[config.mk]
export PLATFORM = sky130hd
export DESIGN_NAME = dcache_wb_engine
export DESIGN_NICKNAME = d
export VERILOG_FILES = /design/src/rtl/dcache_wb_engine.sv
export SDC_FILE = /design/constraint.sdc
export NUM_CORES = 1
export LEC_CHECK = 0
export ABC_AREA = 1
export ABC_CLOCK_PERIOD_IN_PS = 2750
export CAP_MARGIN = 20
export CORE_ASPECT_RATIO = 1.75
export CORE_MARGIN = 3
export CORE_UTILIZATION = 50
export CTS_BUF_LIST = sky130_fd_sc_hd__clkbuf_4
export DETAILED_ROUTE_END_ITERATION = 8
export PLACE_DENSITY_LB_ADDON = 0.1
export SETUP_SLACK_MARGIN = 0.2
export SLEW_MARGIN = 5
export SYNTH_ARGS = -nofsm -noshare
export SYNTH_HDL_FRONTEND = slang
export SYNTH_SLANG_ARGS = --single-unit
[constraint.sdc]
create_clock -name clk -period 2.75 [get_ports clk]
set_clock_uncertainty 0.2 [all_clocks]
set_input_delay 0.275 -clock clk [delete_from_list [all_inputs] [get_ports clk]]
set_output_delay 0.275 -clock clk [all_outputs]
set_load 0.1 [all_outputs]
[src/rtl/dcache_wb_engine.sv]
// Data-cache victim writeback engine: latches one dirty line and sends it to memory as a single write burst.
// Optional DCACHE_WB_PERF_CNT_EN adds a 32-bit count of completed writebacks on wb_count.
module dcache_wb_engine #(
  parameter int TAG_WIDTH  = 24,
  parameter int IDX_WIDTH  = 3,
  parameter int WORD_WIDTH = 32,
  parameter int LINE_WORDS = 8
) (
  input  logic                             clk,
  input  logic                             rst,
  input  logic                             wb_start,
  input  logic [TAG_WIDTH-1:0]             wb_tag,
  input  logic [IDX_WIDTH-1:0]             wb_index,
  output logic                             wb_ready,
  output logic                             wb_done,
  output logic [IDX_WIDTH-1:0]             arr_raddr,
  input  logic [LINE_WORDS*WORD_WIDTH-1:0] arr_rdata,
  output logic                             mem_wr_req_valid,
  input  logic                             mem_wr_req_ready,
  output logic [31:0]                      mem_wr_addr,
  output logic [7:0]                       mem_wr_len,
  output logic                             mem_wr_data_valid,
  input  logic                             mem_wr_data_ready,
  output logic [WORD_WIDTH-1:0]            mem_wr_data,
  output logic                             mem_wr_data_last,
  output logic [31:0]                      wb_count
);
  localparam int OFF_W = 32 - TAG_WIDTH - IDX_WIDTH;
  localparam int CNT_W = (LINE_WORDS > 1) ? $clog2(LINE_WORDS) : 1;
  localparam logic [CNT_W-1:0] LAST_BEAT = CNT_W'(LINE_WORDS - 1);

  typedef enum logic [1:0] {IDLE, REQ, DATA, DONE} state_t;

  state_t                                state;
  logic [LINE_WORDS-1:0][WORD_WIDTH-1:0] line_q;
  logic [CNT_W-1:0]                      cnt;
  logic [CNT_W-1:0]                      cnt_nx;

  assign arr_raddr  = wb_index;
  assign mem_wr_len = 8'(LINE_WORDS - 1);
  assign cnt_nx     = cnt + CNT_W'(1);

  // The beat on the bus is preloaded one step ahead, so data and last come straight from flops.
  always_ff @(posedge clk) begin
    if (rst) begin
      state             <= IDLE;
      line_q            <= '0;
      cnt               <= '0;
      wb_ready          <= 1'b1;
      wb_done           <= 1'b0;
      mem_wr_req_valid  <= 1'b0;
      mem_wr_data_valid <= 1'b0;
      mem_wr_data_last  <= 1'b0;
      mem_wr_addr       <= '0;
      mem_wr_data       <= '0;
    end else begin
      case (state)
        IDLE: if (wb_start) begin
          line_q           <= arr_rdata;
          mem_wr_addr      <= {wb_tag, wb_index, {OFF_W{1'b0}}};
          cnt              <= '0;
          wb_ready         <= 1'b0;
          mem_wr_req_valid <= 1'b1;
          state            <= REQ;
        end
        REQ: if (mem_wr_req_ready) begin
          mem_wr_req_valid  <= 1'b0;
          mem_wr_data_valid <= 1'b1;
          mem_wr_data       <= line_q[0];
          mem_wr_data_last  <= (LAST_BEAT == '0);
          state             <= DATA;
        end
        DATA: if (mem_wr_data_ready) begin
          if (mem_wr_data_last) begin
            mem_wr_data_valid <= 1'b0;
            mem_wr_data_last  <= 1'b0;
            wb_done           <= 1'b1;
            state             <= DONE;
          end else begin
            cnt              <= cnt_nx;
            mem_wr_data      <= line_q[cnt_nx];
            mem_wr_data_last <= (cnt_nx == LAST_BEAT);
          end
        end
        DONE: begin
          wb_done  <= 1'b0;
          wb_ready <= 1'b1;
          state    <= IDLE;
        end
        default: state <= IDLE;
      endcase
    end
  end

`ifdef DCACHE_WB_PERF_CNT_EN
  always_ff @(posedge clk) begin
    if (rst)                wb_count <= '0;
    else if (state == DONE) wb_count <= wb_count + 32'd1;
  end
`else
  assign wb_count = 32'd0;
`endif

endmodule
=== Word level (Yosys, flattened, before mapping) ===
Cells that the tools add are included.

* Input port bits: 288
* Output and inout bits: 112
* Flip-flop bits (word level): 325
* Logic and storage cells: 73

* Equality and inequality tests: 9
* Magnitude comparators: 1
* Multiplexer cells: 30
* Add/sub/neg operators: 1
* Reductions and logical operators: 15

{| class="wikitable"
|+ Operators by type and width
! kind !! number
|-
| two-way mux 32 bit || 4
|-
| binary-select mux 32 bit (select 3 bit) || 1
|-
| case mux 32 bit (2 select lines) || 1
|-
| AND reduction 4 bit || 4
|-
| two-way mux 1 bit || 10
|-
| != test 2 bit (second input constant) || 5
|-
| case mux 1 bit (2 select lines) || 5
|-
| nonzero test 2 bit || 5
|-
| two-way mux 3 bit || 3
|-
| AND reduction 3 bit || 3
|-
| two-way mux 2 bit || 4
|-
| case mux 2 bit (4 select lines) || 1
|-
| case mux 3 bit (2 select lines) || 1
|-
| == test 2 bit (second input constant) || 2
|-
| less-than comparator 3 x 4 -> 1 bit (second input constant) || 1
|-
| AND reduction 2 bit || 2
|-
| adder 3 x 1 -> 3 bit (second input constant) || 1
|-
| == test 3 bit (second input constant) || 1
|-
| == test 2 x 1 -> 1 bit (second input constant) || 1
|-
| logical NOT 2 bit || 1
|}

=== Depth between registers and ports, before layout ===
* Depth in word-level cells: 6
* Depth in mapped cells: 11
* Gate-level depth less buffers: 9

=== Worst setup path before layout ===
No wires, ideal clock.

* Path type: register to register
* From: register cnt[0]
* To: register mem_wr_data[10]
* Period minus slack after synthesis: 2.110 ns
* Data required time: 2.484 ns
* Setup time: 0.066 ns
* Path slack: 0.640 ns
* Data arrival time: 1.844 ns
* Stages on the path, launching flop included: 12
* Buffers on the path: 4
* Path through: dfxtp_1 -> buf_4 -> inv_2 -> buf_4 -> buf_2 -> ha_1 -> inv_2 -> clkbuf_1 -> nand3_1 -> nand3_1 -> nand3_2 -> a21oi_2

* Cells in the longest elaborated chain, start to end: 6

{| class="wikitable"
|+ Ends and longest elaborated chain
! item !! line !! text
|-
| start: declaration || 36 || <nowiki>logic [CNT_W-1:0] cnt;</nowiki>
|-
| start signal: assignment || 80 || <nowiki>cnt <= cnt_nx;</nowiki>
|-
| adder 3 x 1 -> 3 bit || 41 || <nowiki>assign cnt_nx = cnt + CNT_W'(1);</nowiki>
|-
| binary-select mux 32 bit (select 3 bit) || 81 || <nowiki>mem_wr_data <= line_q[cnt_nx];</nowiki>
|-
| two-way mux 32 bit (not written as such) || 81 ||
|-
| two-way mux 32 bit || 74 || <nowiki>if (mem_wr_data_last) begin</nowiki>
|-
| two-way mux 32 bit || 73 || <nowiki>DATA: if (mem_wr_data_ready) begin</nowiki>
|-
| case mux 32 bit (2 select lines) || 57 || <nowiki>case (state)</nowiki>
|-
| end signal: assignment || 69 || <nowiki>mem_wr_data <= line_q[0];</nowiki>
|-
| end signal: assignment || 81 ||
|-
| end: declaration || 24 || <nowiki>output logic [WORD_WIDTH-1:0] mem_wr_data,</nowiki>
|}

No other way between the ends. The select of a mux whose other input is x is not followed.
A chain may end at the register's enable or synchronous reset.

=== Worst setup path after layout ===
* From: register state[0]
* To: register mem_wr_data[12]

* Cells in the longest elaborated chain, start to end: 3
* Elaborated cells between the ends (all ways): 8
* Those cells by class: eq/ne: 5; mux: 1; reduce/logical: 2

{| class="wikitable"
|+ Ends and longest elaborated chain
! item !! line !! text
|-
| start: declaration || 34 || <nowiki>state_t state;</nowiki>
|-
| start signal: assignment || 46 || <nowiki>state <= IDLE;</nowiki>
|-
| start signal: assignment || 64 || <nowiki>state <= REQ;</nowiki>
|-
| start signal: assignment || 71 || <nowiki>state <= DATA;</nowiki>
|-
| == test 2 bit / == test 2 x 1 -> 1 bit (equally long branches) || 57 ||
|-
| != test 2 bit (no line) / nonzero test 2 bit (equally long branches) || - ||
|-
| AND reduction 4 bit (no line) || - ||
|}

Several ways; a longest one is shown, not always the timed one.

==> flow_summary.ini <==
[run_status]
status = complete, no violations

[timing]
rsz0062_at_grt = no
fin_crit_sh_pct = 84.4
drv_slew = 0
slew_headroom_pct = 46.0
hold_viol = 0
worst_slew_pin_slew_ns = 0.810
fin_tns_setup_ns = 0
max_freq_ghz = 0.431
setup_viol = 0
hold_ws_ns = 0.0410
fin_crit_ns = 2.32

[die]
initial_core_util_pct = 51.1
dieWidth_um = 136
core_area_sq_um = 28900
die_h_um = 233
std_cell_rows = 82
io_pins = 400
dieArea_sq_um = 31700

[global_routing]
use_met3_pct = 6.57
grt_overflow = 0
antenna_found_initial = 5
grt_start_max_net_pins = 129
use_met2_pct = 49.0
track_usage_pct = 29.8
grt_busiest_layer = met2
grt_use_met1_pct = 37.1
grt_pass1_wl_um = 75500
grt_pass1_vias = 14700

[critical_path]
cp_slowest_cell = dfxtp_1
cpLargestDelayFamily = compound AO/OA/AOI/OAI gates
criticalPathCategory = reg -> reg
cp-start-kind = register
path_cells = inv_1 > ha_1 > nand2_1 > inv_1 > a21oi_2 > nand2_4 > a21oi_1 > a21oi_2
critPathMaxStageDelay_ns = 0.39
crit_buf_inv = 2
cp-end-kind = register
cp_max_fo = 64
required_ns = 3.13
crit_arrival_ns = 2.71

[pwr]
power_density_nw_per_um2 = 961
cellLeakagePower_nw = 8.71
peakVddDrop_v = 0.000664

[clocking]
root_buffer = clkbuf_4
h-tree-depth = 3
numCtsBuffers = 74
path_clk_slew_ns = 0.07
cts.sinks = 325
cts_tree = yes
clk_latency_ns = 0.70
cts_buffer_depth = 3
post_cts_resized = 0

[drt]
firstDrtPassIters = 5
vias = 15200
drt-vias-per-instance = 5.16
drcViolationCount = 0
routed_wirelength_um = 48300
final_antenna_net_count = 0
first_iter_violations = 1032
wire_per_inst_um = 16.4

[cells_and_area]
fill_cells = 2492
seqCellArea_sq_um = 6510
final_area_sq_um = 20100
syn_to_final_growth_pct = 36.2
final_common_cell = nand2_1
layout.nets = 2808
final_cell_mix = nand2_1, dfxtp_1, a21oi_1, inv_1, o21ai_0
multi_input_area_sq_um = 6210
drive_gt1_share_pct = 9.35
utilization_pct = 69.6

[logic_synthesis]
yosys-mux-area-fraction_pct = 0
synth_xor_area_share_pct = 0.220
synth_area_sq_um = 14800
synth-compound-area-share_pct = 21.5
yosysSeqAreaShare_pct = 44.0
netlist_instances = 2098
netlist.area_leader.share_pct = 44.0
yosysWarnings = 0
synthAdderAreaFrac_pct = 0.677
ys_seq_elements = 325
synth_top_family_by_area = compound AO/OA/AOI/OAI gates
yosys.area_share.simple_pct = 18.2
syn_avg_cell_area_sq_um = 7.04
yosysTopAreaCell = dfxtp_1
ys_types = 26
synth.top_cells.by_area = dfxtp_1, a21oi_1, o21ai_0

[hold_path]
hold_path.class = in -> reg

[place]
gp_congestion = 0.947
placed_cell_area_sq_um = 18100
dp_hpwl_um = 32400
port-buffer-count = 354

[run]
maxCapViolations = 0
metal layers:
layer,share of wire [%],vias to the layer above
met3,8.0,114
met5,0.023,-
met1,41,6896
met4,4.1,2
met2,47,642
li1,-,7513
cell usage after synthesis, drive strengths merged:
library cell	n
a21oi	328
a221o	1
buf	124
clkbuf	82
conb	2
dfxtp	325
ha	8
inv	305
nand2	332
nand3	225
nor2	69
nor3	1
o21ai	293
o21bai	1
xnor2	1
xor2	1
stage by stage:
| step | cells | setup WS [ns] | power (W) |
|---|---|---|---|
| floorplan | 2141 | 0.640 | 0.0133 |
| global placement | 2700 | 0.523 | 0.0156 |
| detailed placement | 2700 | 0.461 | 0.0157 |
| CTS | 2935 | 0.460 | 0.0194 |
| global route | 2939 | 0.236 | 0.0206 |
| finish | 2940 | 0.428 | 0.0193 |
final timing paths:
| check | start | to | slack (ns) | cells past startpoint |
|---|---|---|---|---|
| max | state[0] | mem_wr_data[12] | 0.43 | 8 |
| min | arr_rdata[77] | line_q[77] | 0.04 | 3 |
| max reg2reg | state[0] | mem_wr_data[12] | 0.43 | 8 |
| min reg2reg | line_q[175] | line_q[175] | 0.25 | 2 |
worst reg2reg max path: stages, from the launching register on:
cell	delay, ns
dfxtp_1	0.39
inv_1	0.12
ha_1	0.29
nand2_1	0.10
inv_1	0.05
a21oi_2	0.15
nand2_4	0.38
a21oi_1	0.44
a21oi_2	0.09
cell families (layout without fill, tap and decap cells):
family	after synthesis	in the layout
flip-flops	325	325
XOR/XNOR	2	2
adder cells (fa/ha/maj)	8	8
AO/OA/AOI/OAI	623	623
buffers and inverters	511	927
other	2	50
AND/OR/NAND/NOR	627	627
where the power goes:
group          switching, W  internal (W)  total, W  leakage [nW]
sequential         0.000521       0.00600   0.00652          2.69
combinational       0.00654       0.00273   0.00927          5.51
clock               0.00183       0.00173   0.00356         0.508
total               0.00890        0.0105    0.0193          8.71
final cells by class:
type                            count  share of cell area [%]
Tap cell                          378                    2.35
Antenna cell                        5                  0.0622
Multi-Input combinational cell   1305                    30.8
Clock buffer                      104                    3.88
Sequential cell                   325                    32.3
Timing Repair Buffer              501                    24.5
Inverter                          305                    5.74
Clock inverter                     17                   0.317
flip-flops by register name, indices dropped and copies added, names as in the netlist:
| signal | flops |
|---|---|
| wb_ready | 1 |
| mem_wr_data | 32 |
| wb_done | 1 |
| mem_wr_data_last | 1 |
| mem_wr_addr | 27 |
| mem_wr_data_valid | 1 |
| cnt | 3 |
| mem_wr_req_valid | 1 |
| line_q | 256 |
| state | 2 |
repair_timing:
item,in CTS,in global routing
buffers inserted,0,0
endpoints found under the hold margin,114,0
hold buffers,114,0
(Power assumes the default switching activity.)
==> RTL change 1: new RTL, same flow settings <==
The 4 states of `state_t` get a one-hot encoding in 4 bits.
--- a/src/rtl/dcache_wb_engine.sv
+++ b/src/rtl/dcache_wb_engine.sv
@@ -31,3 +31,3 @@
 
-  typedef enum logic [1:0] {IDLE, REQ, DATA, DONE} state_t;
+  typedef enum logic [3:0] {IDLE = 4'b0001, REQ = 4'b0010, DATA = 4'b0100, DONE = 4'b1000} state_t;
 
Behaviour: same outputs for any inputs over 4 cycles, from zero or initial values and one cycle with rst high; so few cycles prove little.
==> RTL change 1 against the unedited design <==
- area after synthesis grew 0.81%
- setup slack got worse by 39 ps
- cell area is 8.6% higher
- routed wire length increased by 15%
- utilization increased by 4.8 points
- first-iteration DRC count down 12%
- via count up 8.9%
- sequential cell count grew 2
- highest routed layer is now met4
Power is not compared: it rests on default switching activity, and its combinational part moved more than twofold at a synthesized area within 25%.
==> RTL change 1: results (changes against the unedited design) <==
metric,value,unit,change
buffering overhead,29.7,%,+5.2 points
Worst path slowest cell,dfxtp_4,,
DRT iter0 DRCs,909,,-12%
"critical path fanouts, max",21,,-67%
GPL Wtd Cong,0.918,,-3.0%
area delta synth->final,46.8,%,
hold endpoint,line_q[76],,
"Clk Latency, worst-skew pair",770,ps,+70 ps
multi-input combinational area share,29.5,%,-1.3 points
Adder-Cell Fraction of Synth Area,0.168,%,-0.51 points
Netlist cell types,28,,+7.7%
Synth Area in XOR/XNOR,0,%,-0.22 points
initial antenna violation count,3,,-2
multi-input gates,1418,,+8.7%
Final nets,3038,,+8.2%
Synth Instances,2176,,+3.7%
H-tree depth,3,,unchanged
worst hold margin,22.1,ps,-18.9 ps
Routed Wire Length,55300,um,+15%
HP Start,arr_rdata[76],,
Yosys reg bits,327,,+0.62%
GRT Util Overall,34.0,%,+4.3 points
clkbuf count,108,,+3.8%
Non-clk bufs,655,,+31%
worst slack at placement,474,ps,+13.1 ps
fin worst setup slack,390,ps,-38.5 ps
hpwl dp,35100,um,+8.2%
Reg2Reg Depth,10,,+2
WL per Instance,17.4,um,+6.3%
Fillers,2216,,-11%
Critical R2R Launch,cnt[0],,
largest net degree at the start of global routing,130,,+0.78%
via count,16522,,+8.9%
Synth area leaders,"dfxtp_1 (44%), nand2_1 (14%), a21oi_1 (9.7%), o21ai_0 (8.6%), inv_1 (6.7%)",,
Worst path top cell family by delay,simple AND/OR/NAND/NOR gates,,
drt pass-1 iters,7,,+2
status,completed,,
vias in the first global route,16573,,+12%
Critical Path Sink,mem_wr_data[23],,
placed insts,2790,,+3.3%
measured slew at the worst slew-check pin,859,ps,+48.9 ps
sequential fraction of the synthesis area,43.9,%,-0.086 points
Final Cell Area,21900,um^2,+8.6%
post-synthesis compound-gate area fraction,19.9,%,-1.5 points
ClkCell Share,3.96,%,-0.23 points
Synth top cells by count,"nand2_1 (539), dfxtp_1 (327), a21oi_1 (288), inv_1 (264), o21ai_0 (255)",,
CP max stage delay,370,ps,-20 ps
CP arrival,2840,ps,+130 ps
Inserted Clock Buffers,78,,+5.4%
ratio of cells with drive above 1 in the final layout,8.58,%,-0.76 points
Placement Cell Area,18400,um^2,+1.4%
Reg area,6550,um^2,+0.62%
ANT cells,4,,-1
first-pass GRT wire length,85100,um,+13%
RTL change 1: changes by cell type after synthesis, moves of 16 or more:
cell / delta
o21bai_1: +31
o21ai_0: -35
a21oi_1: -29
buf_2: -16
nand2_1: +209
nand3_1: -49
inv_1: -37
RTL change 1: cells by family (layout without fill, tap and decap cells):
group                    count (synthesis)  in the layout
buffers and inverters                  474           1039
AO/OA/AOI/OAI                          577            577
other                                    2             49
AND/OR/NAND/NOR                        794            794
adder cells (fa/ha/maj)                  2              2
flip-flops                             327            327
RTL change 1: where the power goes:
group	leakage [nW]	switching, mW	internal [mW]
clock network	0.527	1.90	1.87
logic	6.44	2.86	1.55
registers	2.70	0.175	5.25
total	9.67	4.93	8.67
RTL change 1: timing repair:
item,CTS,global route
endpoints found under the setup margin,0,0
hold buffers,258,2
endpoints found under the hold margin,258,2
RTL change 1: routing by layer:
metal,vias up,GRT usage [%],routed length (um)
li1,7996,-,-
met1,7569,35.0,19300
met2,760,59.9,28100
met3,197,6.98,3520
met4,0,25.3,4330
met5,-,0,0
==> RTL change 2: new RTL, config.mk and constraints unchanged <==
Made on the original files. Change the parameter `LINE_WORDS` from 8 to 16.
--- a/src/rtl/dcache_wb_engine.sv
+++ b/src/rtl/dcache_wb_engine.sv
@@ -6,3 +6,3 @@
   parameter int WORD_WIDTH = 32,
-  parameter int LINE_WORDS = 8
+  parameter int LINE_WORDS = 16
 ) (
Interface: changed (resized arr_rdata); port bits go from 400 to 656. No check against the original RTL was run, so the function may have changed too.
==> RTL change 2 against the unedited design <==
- synthesized cell count increased by 81%
- power up 89%
- setup slack worse by 260 ps
- sequential cell count increased by 257
- routed wire length increased by 140%
- cell area grew 94%
- area after synthesis is 75% higher
- critical path type unchanged
- largest power group unchanged
==> RTL change 2: results (changes against the unedited design) <==
metric,value,unit,change
Placement Cell Area,31800,um^2,+76%
Metal-1 WL,41000,um,+110%
ClkCell Share,4.56,%,+0.36 points
area of the die,54500,um^2,+72%
Leakage,16.2,nW,+86%
CP max stage delay,700,ps,+310 ps
H-tree depth,4,,+1
multi-input gates,2905,,+120%
largest registers,"line_q x512, mem_wr_data x32, mem_wr_addr x27",,
worst hold margin,84.0,ps,+43.0 ps
Critical Path Sink,line_q[58],,
hold endpoint,mem_wr_data_valid,,
"non-filler cells, final",5661,,+93%
via density per instance,5.51,,+6.9%
ANT cells,30,,+25
first-pass GRT wire length,173000,um,+130%
syn avg cell area,6.78,um^2,-3.7%
"critical path fanouts, max",42,,-34%
highest ir drop seen on vdd,0.643,mV,-3.2%
status,completed,,
Inserted Clock Buffers,142,,+92%
number of port buffers,610,,+72%
met2 Use GR,64.5,%,+16 points
GR Layer Usage met3,9.72,%,+3.1 points
max_slew headroom,42.8,%,-3.2 points
buffering overhead,31.3,%,+6.8 points
GRT Util Overall,41.0,%,+11 points
HP Start,rst,,
"Clk Latency, worst-skew pair",910,ps,+210 ps
multi-input combinational area share,31.7,%,+0.86 points
Reg2Reg Depth,6,,-2
GPL Wtd Cong,0.911,,-3.8%
met2 routed WL,53200,um,+130%
Fillers,3667,,+47%
-- RTL change 2: changes by cell type in the layout (fill, tap and decap cells not counted), sizes merged, moves of 256 or more --
cell           delta
inv             -286
nand2           +392
dlygate4sd3     +416
clkdlybuf4s50   +256
dfxtp           +257
o21ai           +285
nor2           +1015
-- RTL change 2: report_power, final --
group	internal [mW]	switching, mW	total [mW]	leakage, nW
Sequential	10.8	1.40	12.2	4.81
Clock	3.61	3.73	7.34	1.04
Combinational	5.33	11.7	17.1	10.3
Total	19.7	16.8	36.6	16.2
-- RTL change 2: timing repair --
action	4_1_cts	5_1_grt
hold buffers	530	0
cloned	0	0
setup endpoints to repair	8	43
endpoints found under the hold margin	530	0
gates resized for setup	2	21
-- RTL change 2: through the flow --
step / setup WS, ps / total power [mW]
after floorplan: 433 / 23.1
after global placement: 240 / 27.8
after detailed placement: 203 / 28.0
after CTS: 202 / 35.8
after global routing: 194 / 38.5
final: 169 / 36.6
